$ cat src/rtl/wallace_pkg.sv
// Sizing helpers for the pipelined carry-save compressor tree: operand counts per
// reduction level and the number of levels needed to reach a sum/carry pair.
package wallace_pkg;

    localparam int MIN_PP = 3;
    localparam int MAX_PP = 16;

    // Operands left after lvl levels of 3:2 reduction starting from n.
    function automatic int csa_count(input int n, input int lvl);
        int c;
        c = n;
        for (int i = 0; i < lvl; i++) begin
            if (c > 2) c = 2 * (c / 3) + (c % 3);
        end
        return c;
    endfunction

    function automatic int csa_levels(input int n);
        int c;
        int l;
        c = n;
        l = 0;
        while (c > 2) begin
            c = 2 * (c / 3) + (c % 3);
            l++;
        end
        return l;
    endfunction

endpackage

$ cat src/rtl/wallace_ppa_pipe_csa_row.sv
// One combinational 3:2 reduction level: operands are grouped in threes in index
// order, each group yields sum then shifted carry; 1-2 leftovers pass through.
module csa_row
    import wallace_pkg::*;
#(
    parameter int  WIDTH = 32,
    parameter int  N_IN  = 3,
    localparam int N_OUT = csa_count(N_IN, 1)
) (
    input  logic [N_IN*WIDTH-1:0]  opnd,
    output logic [N_OUT*WIDTH-1:0] red
);

    localparam int GROUPS = N_IN / 3;
    localparam int REM    = N_IN % 3;

    for (genvar g = 0; g < GROUPS; g++) begin : g_grp
        logic [WIDTH-1:0] a, b, c, maj;
        assign a   = opnd[(3*g)*WIDTH   +: WIDTH];
        assign b   = opnd[(3*g+1)*WIDTH +: WIDTH];
        assign c   = opnd[(3*g+2)*WIDTH +: WIDTH];
        assign maj = (a & b) | (a & c) | (b & c);
        assign red[(2*g)*WIDTH +: WIDTH]   = a ^ b ^ c;
        // Carry is weighted by one bit; the MSB carry falls off (mod 2^WIDTH).
        assign red[(2*g+1)*WIDTH +: WIDTH] = maj << 1;
    end

    for (genvar r = 0; r < REM; r++) begin : g_pass
        assign red[(2*GROUPS+r)*WIDTH +: WIDTH] = opnd[(3*GROUPS+r)*WIDTH +: WIDTH];
    end

endmodule

$ cat src/rtl/wallace_ppa_pipe.sv
// Pipelined carry-save compressor tree with valid/ready backpressure, one register
// per reduction level. Define WALLACE_CPA_EN to add a final carry-propagate stage.
module wallace_ppa_pipe
    import wallace_pkg::*;
#(
    parameter int  WIDTH  = 32,
    parameter int  NUM_PP = 8,
    localparam int LEVELS = csa_levels(NUM_PP)
) (
    input  logic                    clk,
    input  logic                    rst,
    input  logic                    flush,
    input  logic                    in_valid,
    output logic                    in_ready,
    input  logic [WIDTH*NUM_PP-1:0] pp,
    output logic                    out_valid,
    input  logic                    out_ready,
    output logic [WIDTH-1:0]        out_sum,
    output logic [WIDTH-1:0]        out_carry,
    output logic [WIDTH-1:0]        out_result
);

`ifdef WALLACE_CPA_EN
    localparam int STAGES = LEVELS + 1;
`else
    localparam int STAGES = LEVELS;
`endif

    logic [STAGES-1:0] vld_pipe;
    logic [STAGES-1:0] adv;
    logic [STAGES-1:0] load;
    logic              bub;

    // A stage moves on when the sink takes data or any later stage has a hole;
    // written without a recursive chain so the ready path stays acyclic.
    always_comb begin
        adv = '0;
        bub = 1'b0;
        for (int s = 0; s < STAGES; s++) begin
            bub = out_ready;
            for (int j = s + 1; j < STAGES; j++) bub = bub | !vld_pipe[j];
            adv[s] = vld_pipe[s] & bub;
        end
    end

    assign in_ready = !flush && (!vld_pipe[0] || adv[0]);

    always_comb begin
        load    = '0;
        load[0] = in_valid & in_ready;
        for (int s = 1; s < STAGES; s++) load[s] = adv[s-1];
    end

    always_ff @(posedge clk or posedge rst) begin
        if (rst)        vld_pipe <= '0;
        else if (flush) vld_pipe <= '0;
        else            vld_pipe <= load | (vld_pipe & ~adv);
    end

    for (genvar l = 0; l < LEVELS; l++) begin : g_lvl
        localparam int N_IN  = csa_count(NUM_PP, l);
        localparam int N_OUT = csa_count(NUM_PP, l + 1);
        logic [N_IN*WIDTH-1:0]  d;
        logic [N_OUT*WIDTH-1:0] r;
        logic [N_OUT*WIDTH-1:0] q;

        if (l == 0) begin : g_src
            assign d = pp;
        end else begin : g_src
            assign d = g_lvl[l-1].q;
        end

        csa_row #(.WIDTH(WIDTH), .N_IN(N_IN)) u_row (
            .opnd (d),
            .red  (r)
        );

        always_ff @(posedge clk or posedge rst) begin
            if (rst)          q <= '0;
            else if (load[l]) q <= r;
        end
    end

    logic [WIDTH-1:0] fin_sum;
    logic [WIDTH-1:0] fin_carry;
    assign fin_sum   = g_lvl[LEVELS-1].q[WIDTH-1:0];
    assign fin_carry = g_lvl[LEVELS-1].q[2*WIDTH-1:WIDTH];

`ifdef WALLACE_CPA_EN
    logic [WIDTH-1:0] cpa_sum, cpa_carry, cpa_res;

    // Redundant pair is re-registered alongside the adder so all three outputs align.
    always_ff @(posedge clk or posedge rst) begin
        if (rst) begin
            cpa_sum   <= '0;
            cpa_carry <= '0;
            cpa_res   <= '0;
        end else if (load[LEVELS]) begin
            cpa_sum   <= fin_sum;
            cpa_carry <= fin_carry;
            cpa_res   <= fin_sum + fin_carry;
        end
    end

    assign out_sum    = cpa_sum;
    assign out_carry  = cpa_carry;
    assign out_result = cpa_res;
`else
    assign out_sum    = fin_sum;
    assign out_carry  = fin_carry;
    assign out_result = '0;
`endif

    assign out_valid = vld_pipe[STAGES-1];

endmodule

$ cat config.mk
export PLATFORM = sky130hd
export DESIGN_NAME = wallace_ppa_pipe
export DESIGN_NICKNAME = d
export VERILOG_FILES = /design/src/rtl/wallace_pkg.sv /design/src/rtl/wallace_ppa_pipe_csa_row.sv /design/src/rtl/wallace_ppa_pipe.sv
export SDC_FILE = /design/constraint.sdc
export NUM_CORES = 1
export LEC_CHECK = 0
export ABC_CLOCK_PERIOD_IN_PS = 16000
export BUFFER_PORTS_ARGS = -buffer_cell sky130_fd_sc_hd__buf_2
export CAP_MARGIN = 20
export CORE_UTILIZATION = 40
export CTS_BUF_LIST = sky130_fd_sc_hd__clkbuf_4
export CTS_CLUSTER_SIZE = 40
export DETAILED_ROUTE_END_ITERATION = 8
export SYNTH_ARGS = -nofsm -noshare
export SYNTH_HDL_FRONTEND = slang
export SYNTH_SLANG_ARGS = --single-unit
$ cat constraint.sdc
create_clock -name clk -period 16 [get_ports clk]
set_input_delay 3.2 -clock clk [delete_from_list [all_inputs] [get_ports clk]]
set_output_delay 3.2 -clock clk [all_outputs]
set_load 0.05 [all_outputs]
# Word-level counts from Yosys, hierarchy flattened
# Cells that the tools add are included.
[totals]
ff_bits = 477
in_bits = 261
out_inout_bits = 98
elab_cells = 69
[op_classes]
muxes = 1
n_bitwise = 56
n_reduce_logical = 7
[ops]
columns = ["cell", "count"]
rows = [
  ["bitwise AND 31 bit", 18],
  ["bitwise XOR 32 bit", 12],
  ["bitwise OR 31 bit", 12],
  ["bitwise OR 1 bit", 6],
  ["bitwise AND 1 bit", 5],
  ["zero test 1 bit", 5],
  ["bitwise AND 4 bit", 1],
  ["2-to-1 mux 4 bit", 1],
  ["inverter 4 bit", 1],
  ["bitwise OR 4 bit", 1],
  ["logical AND 1 bit", 1],
  ["logical OR 1 bit", 1],
]

# Logic depth before layout (Yosys ltp)
# Gate-level depths: netlist of run 1.
[logic_depth]
word_depth = 10
mapped_depth = 6
depth_no_buf = 3

# By module
# From an unflattened synthesis of run 1, not the netlist that was laid out.
[hier_totals]
hier_cells = 1365
area_unflattened_um2 = 23890.4
[by_module_without_submodules]
columns = ["module", "n_inst", "cells_each", "area_each_um2"]
rows = [
  ["wallace_ppa_pipe", 1, 1067, 19243.5],
  ["csa_row (g_lvl[0].u_row)", 1, 131, 1788.0],
  ["csa_row (g_lvl[1].u_row)", 1, 67, 1307.5],
  ["csa_row (g_lvl[2].u_row)", 1, 66, 895.9],
  ["csa_row (g_lvl[3].u_row)", 1, 34, 655.6],
]

# Worst setup path before layout of run 1
# No wires, ideal clock.
[synth_timing]
path_kind = "input port to output port"
startpoint = "input port out_ready"
endpoint = "output port in_ready"
arrival_time_ns = 4.204
required_time_ns = 12.800
slack_ns = 8.596
stages = 2
n_path_buf = 0
path_cell_list = "and4b_1 > a21oi_1"
[synth_via]
elab_chain_cells = 6
[synth_lines]
columns = ["item", "line_no", "source"]
rows = [
  ["start: declaration", "wallace_ppa_pipe.sv:17", "input logic out_ready,"],
  ["bitwise OR 1 bit (3 in series)", "wallace_ppa_pipe.sv:41", "for (int j = s + 1; j < STAGES; j++) bub = bub | !vld_pipe[j];"],
  ["bitwise AND 1 bit", "wallace_ppa_pipe.sv:42", "adv[s] = vld_pipe[s] & bub;"],
  ["logical OR 1 bit", "wallace_ppa_pipe.sv:46", "assign in_ready = !flush && (!vld_pipe[0] || adv[0]);"],
  ["logical AND 1 bit", "wallace_ppa_pipe.sv:46", ""],
  ["end: declaration", "wallace_ppa_pipe.sv:14", "output logic in_ready,"],
]
# No other way between the ends.

# Final worst setup path of run 1
# Ends and elaborated chain as after synthesis.

==> results of run 1 <==
-- layer usage --
| metal | wire, um | up-vias | track usage, % |
|---|---|---|---|
| met5 | 0 | - | 0 |
| met4 | 910 | 0 | 6.90 |
| met3 | 2030 | 80 | 4.81 |
| met2 | 19800 | 263 | 24.3 |
| met1 | 19000 | 5940 | 21.3 |
| li1 | - | 5128 | - |
-- per-stage QoR --
stage,hold slack [ns],instances
final,0.449,2445
after global placement,0.483,2227
after global routing,0.465,2444
after floorplan,0.475,1282
after CTS,0.456,2439
after detailed placement,0.489,2227
-- final cells by class --
type,instances,area [um2]
clock inverter,28,231
inverter,2,11.3
sequential,476,11900
timing repair buffer,335,1740
multi-input combinational,719,9730
clock buffer,184,1380
tap,696,871
fill,4795,28400
antenna,5,12.5
-- power by group through the flow --
stage                     clock network [mW]  logic (mW)  registers [mW]
after global routing                    1.21        1.45            2.03
final                                   1.09        1.29            1.96
after floorplan                            0       0.705            2.17
after detailed placement                   0        1.32            2.00
after global placement                     0        1.29            1.98
after CTS                               1.14        1.33            1.98
-- worst max path at each step --
stage,start,end,slack (ns),cells past startpoint
CTS,out_ready,in_ready,8.82,4
detailed placement,out_ready,in_ready,8.82,4
finish,out_ready,in_ready,8.82,4
global route,out_ready,in_ready,8.78,4
floorplan,rst,g_lvl[0].q[0],6.35,1
global placement,out_ready,in_ready,8.83,4
-- logic make-up (layout without fill, tap and decap cells) --
| family | Yosys count | count (layout) | share of synthesized area [%] |
|---|---|---|---|
| muxes | 472 | 472 | 25.7 |
| and+or+nand+nor | 11 | 11 | 0.266 |
| buffers and inverters | 87 | 549 | 2.92 |
| DFF | 476 | 476 | 53.8 |
| xor gates and xnor gates | 12 | 12 | 0.475 |
| adders and majority gates | 185 | 185 | 16.6 |
| AOI/OAI and AO/OA | 5 | 5 | 0.130 |
| other | 1 | 39 | 0.0169 |
-- flip-flops by register name, indices dropped and copies added, names as in the netlist --
| register | cells |
|---|---|
| vld_pipe | 4 |
| g_lvl.q | 472 |
-- synth_stat cells --
master / n / area [um2]
dfrtp_1: 476 / 11900
mux2_2: 372 / 4190
fa_1: 182 / 3640
mux2_4: 100 / 1500
buf_4: 39 / 293
buf_2: 33 / 165
xnor2_1: 12 / 105
buf_8: 11 / 165
nor2_1: 5 / 18.8
a21oi_1: 4 / 20.0
ha_1: 3 / 37.5
inv_1: 2 / 7.51
nand2b_1: 2 / 12.5
and4b_1: 1 / 10.0
buf_6: 1 / 11.3
clkbuf_1: 1 / 3.75
conb_1: 1 / 3.75
nand2_1: 1 / 3.75
nand3b_1: 1 / 7.51
nor2b_1: 1 / 6.26
o21ai_2: 1 / 8.76
-- critical path: cells and delay by family --
kind,cells,cell delay (ns)
simple gates,1,0.35
buf+inv,2,0.33
compound gates,1,0.10
-- placed cells by master (no fill, tap or decap), drive strengths merged --
cell and n:
conb 34, clkinvlp 4, bufinv 4, and4b 1, o21ai 1, xnor2 12
a21oi 4, clkbuf 184, nand3b 1, nor2 5, nand2b 2, diode 5
nand2 1, dfrtp 476, clkinv 17, ha 3, inv 5, fa 182
mux2 472, nor2b 1, buf 335
==> impl_metrics.py, run 1 <==
metrics = {
    "run_status": {
        "outcome": "finished clean",
    },
    "min_path": {
        "hold_path_end": "g_lvl[2].q[81]",
        "whs_path_depth": 1,
        "hold_path.class": "reg2reg",
        "min_from": "g_lvl[1].q[113]",
    },
    "power": {
        "p_sw_share_pct": 34.2,
        "seq_power_share_pct": 45.2,
        "internal_power_mw": 2.86,
        "ir_worst_vdd_uv": 102,
        "combPwrFrac_pct": 29.7,
        "p_sw_mw": 1.48,
        "clkPwrFrac_pct": 25.1,
        "p_leak_nw": 11.8,
        "finalPower_mw": 4.34,
        "powerDensity_mw_per_mm2": 168,
    },
    "global_routing": {
        "grt.overflow.total": 0,
        "grt_usage_pct": 16.0,
        "grt_max_degree": 177,
        "grt_pass1_wl_mm": 69.3,
        "antenna_found_initial": 2,
        "grt_pass1_vias": 13183,
    },
    "final_layout": {
        "synthToLayoutAreaGrowth_pct": 17.0,
        "drive_gt1_share_pct": 57.9,
        "final_core_util_pct": 47.7,
        "finalInstanceArea_mm2": 0.0259,
        "fin_nets": 2114,
    },
    "floorplan": {
        "ios": 359,
        "fp.dieW_um": 237,
        "fp.dieH_um": 237,
        "fp.coreArea_mm2": 0.0542,
        "start_util_pct": 40.8,
        "die_area_mm2": 0.0563,
        "rows": 85,
    },
    "synthesis": {
        "synth-seq-cells": 476,
        "synth.distinct_cells": 21,
        "avgSynthCellArea_um2": 17.7,
        "synth_area_mm2": 0.0221,
        "yosysSeqAreaShare_pct": 53.8,
        "syn_inst": 1249,
        "yosysWarnings": 0,
    },
    "placed_design": {
        "place_ws_ns": 8.82,
        "postPlaceCellArea_mm2": 0.0242,
        "port_buffers": 324,
        "dpl.hpwl_mm": 28.1,
        "gp_congestion": 0.736,
    },
    "setup_path": {
        "cp-end-kind": "output pin",
        "r2r-start": "vld_pipe[2]",
        "start_kind": "input port",
        "timing_worst_setup_path_type": "in2out",
        "worst_ep_required_time_ns": 12.80,
        "worstRegToRegCells": 5,
        "max_stage_delay_ns": 0.35,
        "r2r_slack_ns": 12.93,
        "r2r_end": "g_lvl[1].q[113]",
        "arrival_ns": 3.98,
        "cp_max_fo": 4,
        "crit_chain": "buf_2, and4b_1, a21oi_1, buf_2",
        "slowest_stage": "and4b_1",
        "path_common_cell": "buf_2",
    },
    "detailed_routing": {
        "finalWirelength_mm": 41.8,
        "antenna_left": 0,
        "drt-pass1-iter-count": 4,
        "via_per_inst": 4.67,
        "drc": 0,
        "wl_per_cell_um": 17.1,
        "vias": 11411,
        "initialDrtViolationCount": 346,
    },
    "clocking": {
        "cts-hold-fix-buffers": 0,
        "htreeDepth": 4,
        "clk_pin_slew_ns": 0.07,
        "cts_tree": "built",
        "clk_latency_ns": 0.95,
        "postCtsSetupRepairBufs": 0,
        "numClockSinks": 476,
        "root_buffer": "clkbuf_4",
        "cts_made_buffers": 134,
        "cts_buffer_depth": 3,
        "ctsResizeCount": 0,
    },
    "sta": {
        "fin_crit_sh_pct": 44.9,
        "skew_ns": 0.0553,
        "fin_tns_setup_ns": 0,
        "tightestPinTransition_ns": 1.05,
        "min_period_ns": 7.18,
        "grt_setup_unrepaired": "no",
        "relSlewSlack_pct": 30.3,
        "report.final.slew_viol_count": 0,
        "finalSetupViolCount": 0,
        "max_freq_mhz": 139,
        "hold_viol": 0,
        "setup_ws_ns": 8.82,
    },
    "run": {
        "max_cap_viol_count": 0,
    },
}
Power figures use the tool's default switching activity.
==> run 2: changes to the inputs <==
- ABC_CLOCK_PERIOD_IN_PS: 16000 -> 6850
- clock period: 16 -> 6.85 ns (I/O delays scaled with it)
==> run 2 against run 1 <==
- hold slack improved by 0.039 ns
- setup slack got worse by 5.5 ns
- combinational power rose by 140%
- sequential power rose by 130%
- non-clock buffer count rose by 2
- power rose by 140%
- wire length rose by 0.77%
- final area rose by 0.44%
- die area did not move
- first-iteration DRC count rose by 4.9%
- sequential cell count did not move
- final cell count rose by 0.70%
==> impl_metrics.py, run 2 (synthesis results as in run 1) <==
metrics = {
    "setup_path": {
        "cp_max_fo": 4,
        "start_kind": "input port",
        "slowest_stage": "and4b_1",
        "max_stage_delay_ns": 0.37,
        "arrival_ns": 2.17,
        "path_common_cell": "buf_2",
        "timing_worst_setup_path_type": "in2out",
        "worstRegToRegCells": 4,
        "crit_chain": "buf_2, and4b_1, a21oi_1, buf_2",
        "cp-end-kind": "output pin",
        "worst_ep_required_time_ns": 5.48,
    },
    "final_layout": {
        "largestRegisters": "g_lvl.q x472, vld_pipe x4",
        "n_fill_cell": 4784,
        "regArea_mm2": 0.0119,
        "drive_gt1_share_pct": 58.0,
        "synthToLayoutAreaGrowth_pct": 17.5,
        "largest_register": "g_lvl.q",
        "fin_nets": 2117,
        "largest_reg_flops": 472,
        "finalInstanceArea_mm2": 0.0260,
        "instances_no_fill": 2462,
        "final_common_cell": "dfrtp_1",
        "most-common-layout-cells": "476 x dfrtp_1, 372 x mux2_2, 324 x buf_2, 199 x clkbuf_4, 182 x fa_1",
        "multiInputGateArea_mm2": 0.00973,
    },
    "global_routing": {
        "grt_pass1_vias": 13427,
        "antenna_found_initial": 2,
        "grt_pass1_wl_mm": 70.4,
        "grt_usage_pct": 16.1,
        "grt.overflow.total": 0,
        "grt_max_degree": 172,
    },
    "detailed_routing": {
        "finalWirelength_mm": 42.1,
        "initialDrtViolationCount": 363,
        "wl_per_cell_um": 17.1,
        "antenna_left": 0,
        "drc": 0,
        "drt-pass1-iter-count": 4,
        "via_per_inst": 4.70,
        "vias": 11567,
    },
    "clocking": {
        "postCtsSetupRepairBufs": 0,
        "htreeDepth": 4,
        "ctsResizeCount": 0,
        "clk_pin_slew_ns": 0.06,
        "clk_latency_ns": 0.90,
        "cts_tree": "built",
        "cts_buffer_depth": 3,
        "cts_made_buffers": 135,
        "root_buffer": "clkbuf_4",
        "cts-hold-fix-buffers": 0,
        "numClockSinks": 476,
    },
    "min_path": {
        "whs_path_depth": 1,
        "hold_path.class": "reg2reg",
    },
    "sta": {
        "relSlewSlack_pct": 28.1,
        "hold_viol": 0,
        "setup_ws_ns": 3.31,
        "report.final.slew_viol_count": 0,
        "min_period_ns": 3.54,
        "tightestPinTransition_ns": 1.08,
        "max_freq_mhz": 282,
        "hold_ws_ns": 0.488,
        "fin_crit_sh_pct": 51.7,
        "grt_setup_unrepaired": "no",
        "skew_ns": 0.0344,
        "finalSetupViolCount": 0,
    },
    "placed_design": {
        "dp.cells": 2229,
        "postPlaceCellArea_mm2": 0.0243,
        "dpl.hpwl_mm": 28.6,
        "place_ws_ns": 3.02,
        "port_buffers": 324,
        "gp_congestion": 0.711,
    },
    "power": {
        "p_sw_mw": 3.49,
        "combPwrFrac_pct": 29.8,
        "ir_worst_vdd_uv": 213,
        "seq_power_share_pct": 44.7,
        "internal_power_mw": 6.73,
        "p_sw_share_pct": 34.1,
        "finalPower_mw": 10.2,
        "powerDensity_mw_per_mm2": 393,
        "clkPwrFrac_pct": 25.5,
        "p_leak_nw": 11.9,
    },
    "floorplan": {
        "fp.dieH_um": 237,
        "ios": 359,
        "fp.dieW_um": 237,
        "fp.coreArea_mm2": 0.0542,
        "die_area_mm2": 0.0563,
        "start_util_pct": 40.8,
        "rows": 85,
    },
    "run": {
        "max_cap_viol_count": 0,
    },
    "run_status": {
        "outcome": "finished clean",
    },
}
[run 2: cell types whose count changed in the layout (fill, tap and decap cells not counted)]
| cell | previous run | this run |
|---|---|---|
| clkinv_1 | 15 | 20 |
| clkinv_4 | 2 | 0 |
| diode_2 | 5 | 3 |
| clkinv_2 | 0 | 2 |
| bufinv_16 | 4 | 3 |
| clkinvlp_4 | 4 | 2 |
| buf_12 | 3 | 5 |
| clkbuf_4 | 184 | 199 |
[run 2: per-stage QoR]
stage | setup TNS, ns | util (%)
2_1_floorplan | -461.14 | -
3_3_place_gp | 0 | 44.8
3_5_place_dp | 0 | 44.8
4_1_cts | 0 | 47.9
5_1_grt | 0 | 47.9
6_report | 0 | 47.9
[run 2: final timing paths]
kind,to,slack (ns),from
setup / recovery,in_ready,3.31,out_ready
setup reg to reg,g_lvl[1].q[72],4.15,vld_pipe[2]
hold / removal,g_lvl[2].q[67],0.49,g_lvl[1].q[99]
min in group asynchronous,g_lvl[0].q[173],0.64,rst
max in group asynchronous,g_lvl[1].q[72],4.75,rst
hold reg to reg,g_lvl[2].q[67],0.49,g_lvl[1].q[99]
[run 2: power by group through the flow]
stage               logic, mW  registers, mW  clock network, mW
finish                   3.05           4.57               2.61
global route             3.43           4.73               2.90
CTS                      3.14           4.60               2.74
detailed placement       3.12           4.64                  0
global placement         3.06           4.61                  0
floorplan                1.65           5.06                  0
[run 2: critical path: cells and delay by family]
kind	cells	cell delay [ns]
AOI/OAI and AO/OA	1	0.10
buffers and inverters	2	0.33
and+or+nand+nor	1	0.37
[run 2: metal layers]
layer | global-route usage (%) | wire [um] | up-vias
met5 | 0 | 0 | -
met4 | 6.67 | 847 | 0
met3 | 4.95 | 2180 | 71
met2 | 25.3 | 20500 | 280
met1 | 20.9 | 18600 | 6050
li1 | - | - | 5166
[run 2: final cells by class]
cell class | count | area share (%)
clock buffer | 199 | 5.75
timing repair buffer | 337 | 6.85
clock inverter | 30 | 0.760
inverter | 2 | 0.0433
sequential | 476 | 45.8
antenna | 3 | 0.0289
multi-input combinational | 719 | 37.4
tap | 696 | 3.35
==> run 3: changes to the inputs <==
- ABC_AREA: default -> 1
- ABC_CLOCK_PERIOD_IN_PS: 6850 -> 2900
- clock period: 6.85 -> 2.9 ns (I/O delays scaled with it)
==> run 3 against run 2 <==
- synthesized cell count rose by 83%
- first-iteration DRC count rose by 120%
- core utilization rose by 0.83 points
- clock power rose by 110%
- via count rose by 46%
- count of clock-buffer cells in the layout fell by 27
- power rose by 99%
- register-to-register slack got worse by 3.3 ns
- non-clock buffer count rose by 92
- sequential cell count did not move
- clock skew fell by 0.0046 ns
- wire length rose by 31%
- critical endpoint unchanged
==> impl_metrics.py, run 3 <==
metrics = {
    "global_routing": {
        "use_met1_pct": 26.9,
        "antenna_found_initial": 1,
        "grt_pass1_vias": 17542,
        "grt.overflow.total": 0,
        "grt_max_degree": 192,
        "grt_usage_pct": 20.0,
        "grt_pass1_wl_mm": 90.2,
        "globalRouteMet2Util_pct": 32.3,
        "grt_use_met3_pct": 3.79,
        "grt_busiest_layer": "met2",
    },
    "synthesis": {
        "synth.distinct_cells": 22,
        "synth_top_area_share_pct": 53.0,
        "synth.most_common_cell": "nand2_1",
        "yosysSeqAreaShare_pct": 53.0,
        "avgSynthCellArea_um2": 9.86,
        "synth_edf_count": 0,
        "synthArstFlopShare_pct": 100,
        "yosysWarnings": 0,
        "ys_top_cells_by_count": "1,115 x nand2_1, 476 x dfrtp_1, 191 x nand4_1, 182 x fa_1, 63 x buf_2",
        "synth_flop_cell": "dfrtp_1",
        "synth_area_leaders": "dfrtp_1 53%, nand2_1 19%, fa_1 16%",
        "synth_area_mm2": 0.0225,
        "post-synth-top-area-cell": "dfrtp_1",
        "synth-seq-cells": 476,
        "syn_inst": 2280,
    },
    "final_layout": {
        "largest_reg_flops": 472,
        "largestRegisters": "g_lvl.q x472, vld_pipe x4",
        "largest_register": "g_lvl.q",
        "final_common_cell": "nand2_1",
        "synthToLayoutAreaGrowth_pct": 19.9,
        "drive_gt1_share_pct": 19.9,
        "instances_no_fill": 3515,
        "fin_nets": 3133,
        "most-common-layout-cells": "1,113 x nand2_1, 476 x dfrtp_1, 323 x buf_2, 191 x nand4_1, 182 x fa_1",
    },
    "sta": {
        "finalSetupViolCount": 0,
        "hold_viol": 0,
        "relSlewSlack_pct": 26.3,
        "report.final.slew_viol_count": 0,
        "max_freq_mhz": 369,
        "min_period_ns": 2.71,
        "fin_crit_sh_pct": 93.6,
        "grt_setup_unrepaired": "no",
        "skew_ns": 0.0299,
        "setup_ws_ns": 0.187,
        "tightestPinTransition_ns": 1.11,
    },
    "setup_path": {
        "r2r_slack_ns": 0.84,
        "r2r-start": "vld_pipe[3]",
        "max_stage_delay_ns": 0.41,
        "worstRegToRegCells": 8,
        "timing_worst_setup_path_type": "reg2out",
        "startpoint": "vld_pipe[3]",
        "cp-end-kind": "output pin",
        "arrival_ns": 2.13,
        "r2r_end": "g_lvl[0].q[69]",
        "cp_max_fo": 5,
        "crit_chain": "inv_1, nor2_4, nand4_1, inv_2, nor2_1, buf_2",
        "slowest_stage": "dfrtp_1",
        "critical-path-top-delay-family": "buffers and inverters",
        "worst_ep_required_time_ns": 2.32,
        "critPathBufInv": 3,
        "start_kind": "register",
    },
    "placed_design": {
        "port_buffers": 324,
        "place_ws_ns": 0.425,
        "gp_congestion": 0.794,
        "dpl.hpwl_mm": 35.6,
        "dp.cells": 3241,
    },
    "clocking": {
        "cts_buffer_depth": 3,
        "clk_pin_slew_ns": 0.06,
        "root_buffer": "clkbuf_4",
        "htreeDepth": 3,
        "cts_tree": "built",
        "cts_made_buffers": 120,
        "clk_latency_ns": 0.87,
        "numClockSinks": 476,
    },
    "min_path": {
        "hold_path_end": "g_lvl[0].q[27]",
        "whs_path_depth": 4,
        "min_from": "pp[59]",
        "hold_path.class": "in2reg",
    },
    "run": {
        "max_cap_viol_count": 0,
    },
    "floorplan": {
        "ios": 359,
        "die_area_mm2": 0.0572,
        "start_util_pct": 40.7,
        "fp.coreArea_mm2": 0.0553,
        "fp.dieW_um": 239,
        "fp.dieH_um": 239,
        "rows": 86,
    },
    "detailed_routing": {
        "vias": 16885,
        "initialDrtViolationCount": 806,
        "wl_per_cell_um": 15.6,
        "via_per_inst": 4.80,
        "finalWirelength_mm": 55.0,
        "antenna_left": 0,
        "drt-pass1-iter-count": 5,
        "drc": 0,
    },
    "power": {
        "powerDensity_mw_per_mm2": 754,
        "finalPower_mw": 20.3,
        "ir_worst_vdd_uv": 373,
        "p_leak_nw": 14.3,
    },
    "run_status": {
        "outcome": "finished clean",
    },
}
-- run 3: cell types whose count changed in the layout (fill, tap and decap cells not counted), sizes merged, moves of 5 or more --
cell | before | now
buf | 337 | 358
clkbuf | 199 | 172
dlygate4sd3 | 0 | 71
inv | 5 | 48
mux2 | 472 | 0
nand2 | 1 | 1115
nand3 | 0 | 5
nand4 | 0 | 191
o21ai | 1 | 64
xnor2 | 12 | 1
-- run 3: worst max path at each step --
stage | slack (ns) | cells after the start | to
after floorplan | -4.13 | 1 | g_lvl[0].q[0]
after global placement | 0.43 | 6 | in_ready
after detailed placement | 0.42 | 6 | in_ready
after CTS | 0.11 | 6 | in_ready
after global routing | 0.03 | 6 | in_ready
final | 0.19 | 6 | in_ready
-- run 3: final cells by class --
| type | instances | area [um2] |
|---|---|---|
| repair buffers | 429 | 2810 |
| fillers | 5291 | 28300 |
| clock buffers | 172 | 1290 |
| diodes | 1 | 2.50 |
| well taps | 748 | 936 |
| clock inverters | 29 | 148 |
| multi-input cells | 1612 | 9680 |
| flip-flops and latches | 476 | 11900 |
| inverters | 48 | 194 |
-- run 3: power by group --
part           internal (mW)  switching (mW)  total [mW]
Sequential              8.30            1.28        9.58
Combinational           1.89            3.45        5.35
Clock                   2.78            2.63        5.40
Total                   13.0            7.36        20.3
-- run 3: through the flow --
step                TNS (ns)  utilization [%]  cell area, um2  hold slack (ns)
floorplan           -1965.30                -           22600            0.446
global placement           0             44.9           24800            0.455
detailed placement         0             44.9           24800            0.455
CTS                        0             48.8           27000          0.00674
global route               0             48.8           27000           0.0705
finish                     0             48.8           27000            0.136
-- run 3: worst reg2reg max path, delay by kind of cell (launching register included) --
family	cells	cell delay (ns)
buffers and inverters	3	0.71
DFF	1	0.43
and+or+nand+nor	5	0.79
-- run 3: layer usage --
| metal | wire length (um) | up-vias |
|---|---|---|
| li1 | - | 8039 |
| met1 | 24900 | 8304 |
| met2 | 26000 | 459 |
| met3 | 2770 | 83 |
| met4 | 1260 | 0 |
| met5 | 0 | - |
-- run 3: kinds of logic after synthesis --
logic type / Yosys count / share of synthesized area, %
buf+inv: 225 / 4.69
xor+xnor: 5 / 0.195
simple gates: 1322 / 24.3
compound gates: 66 / 1.47
other cells: 1 / 0.0167
flops: 476 / 53.0
fa+ha+maj: 185 / 16.4
-- run 3: repair_timing --
action                                  in CTS  in global routing
setup buffers                                1                  0
hold endpoints to repair                   175                  0
resized for setup                            1                  0
hold buffers                                71                  0
endpoints found under the setup margin       1                  0
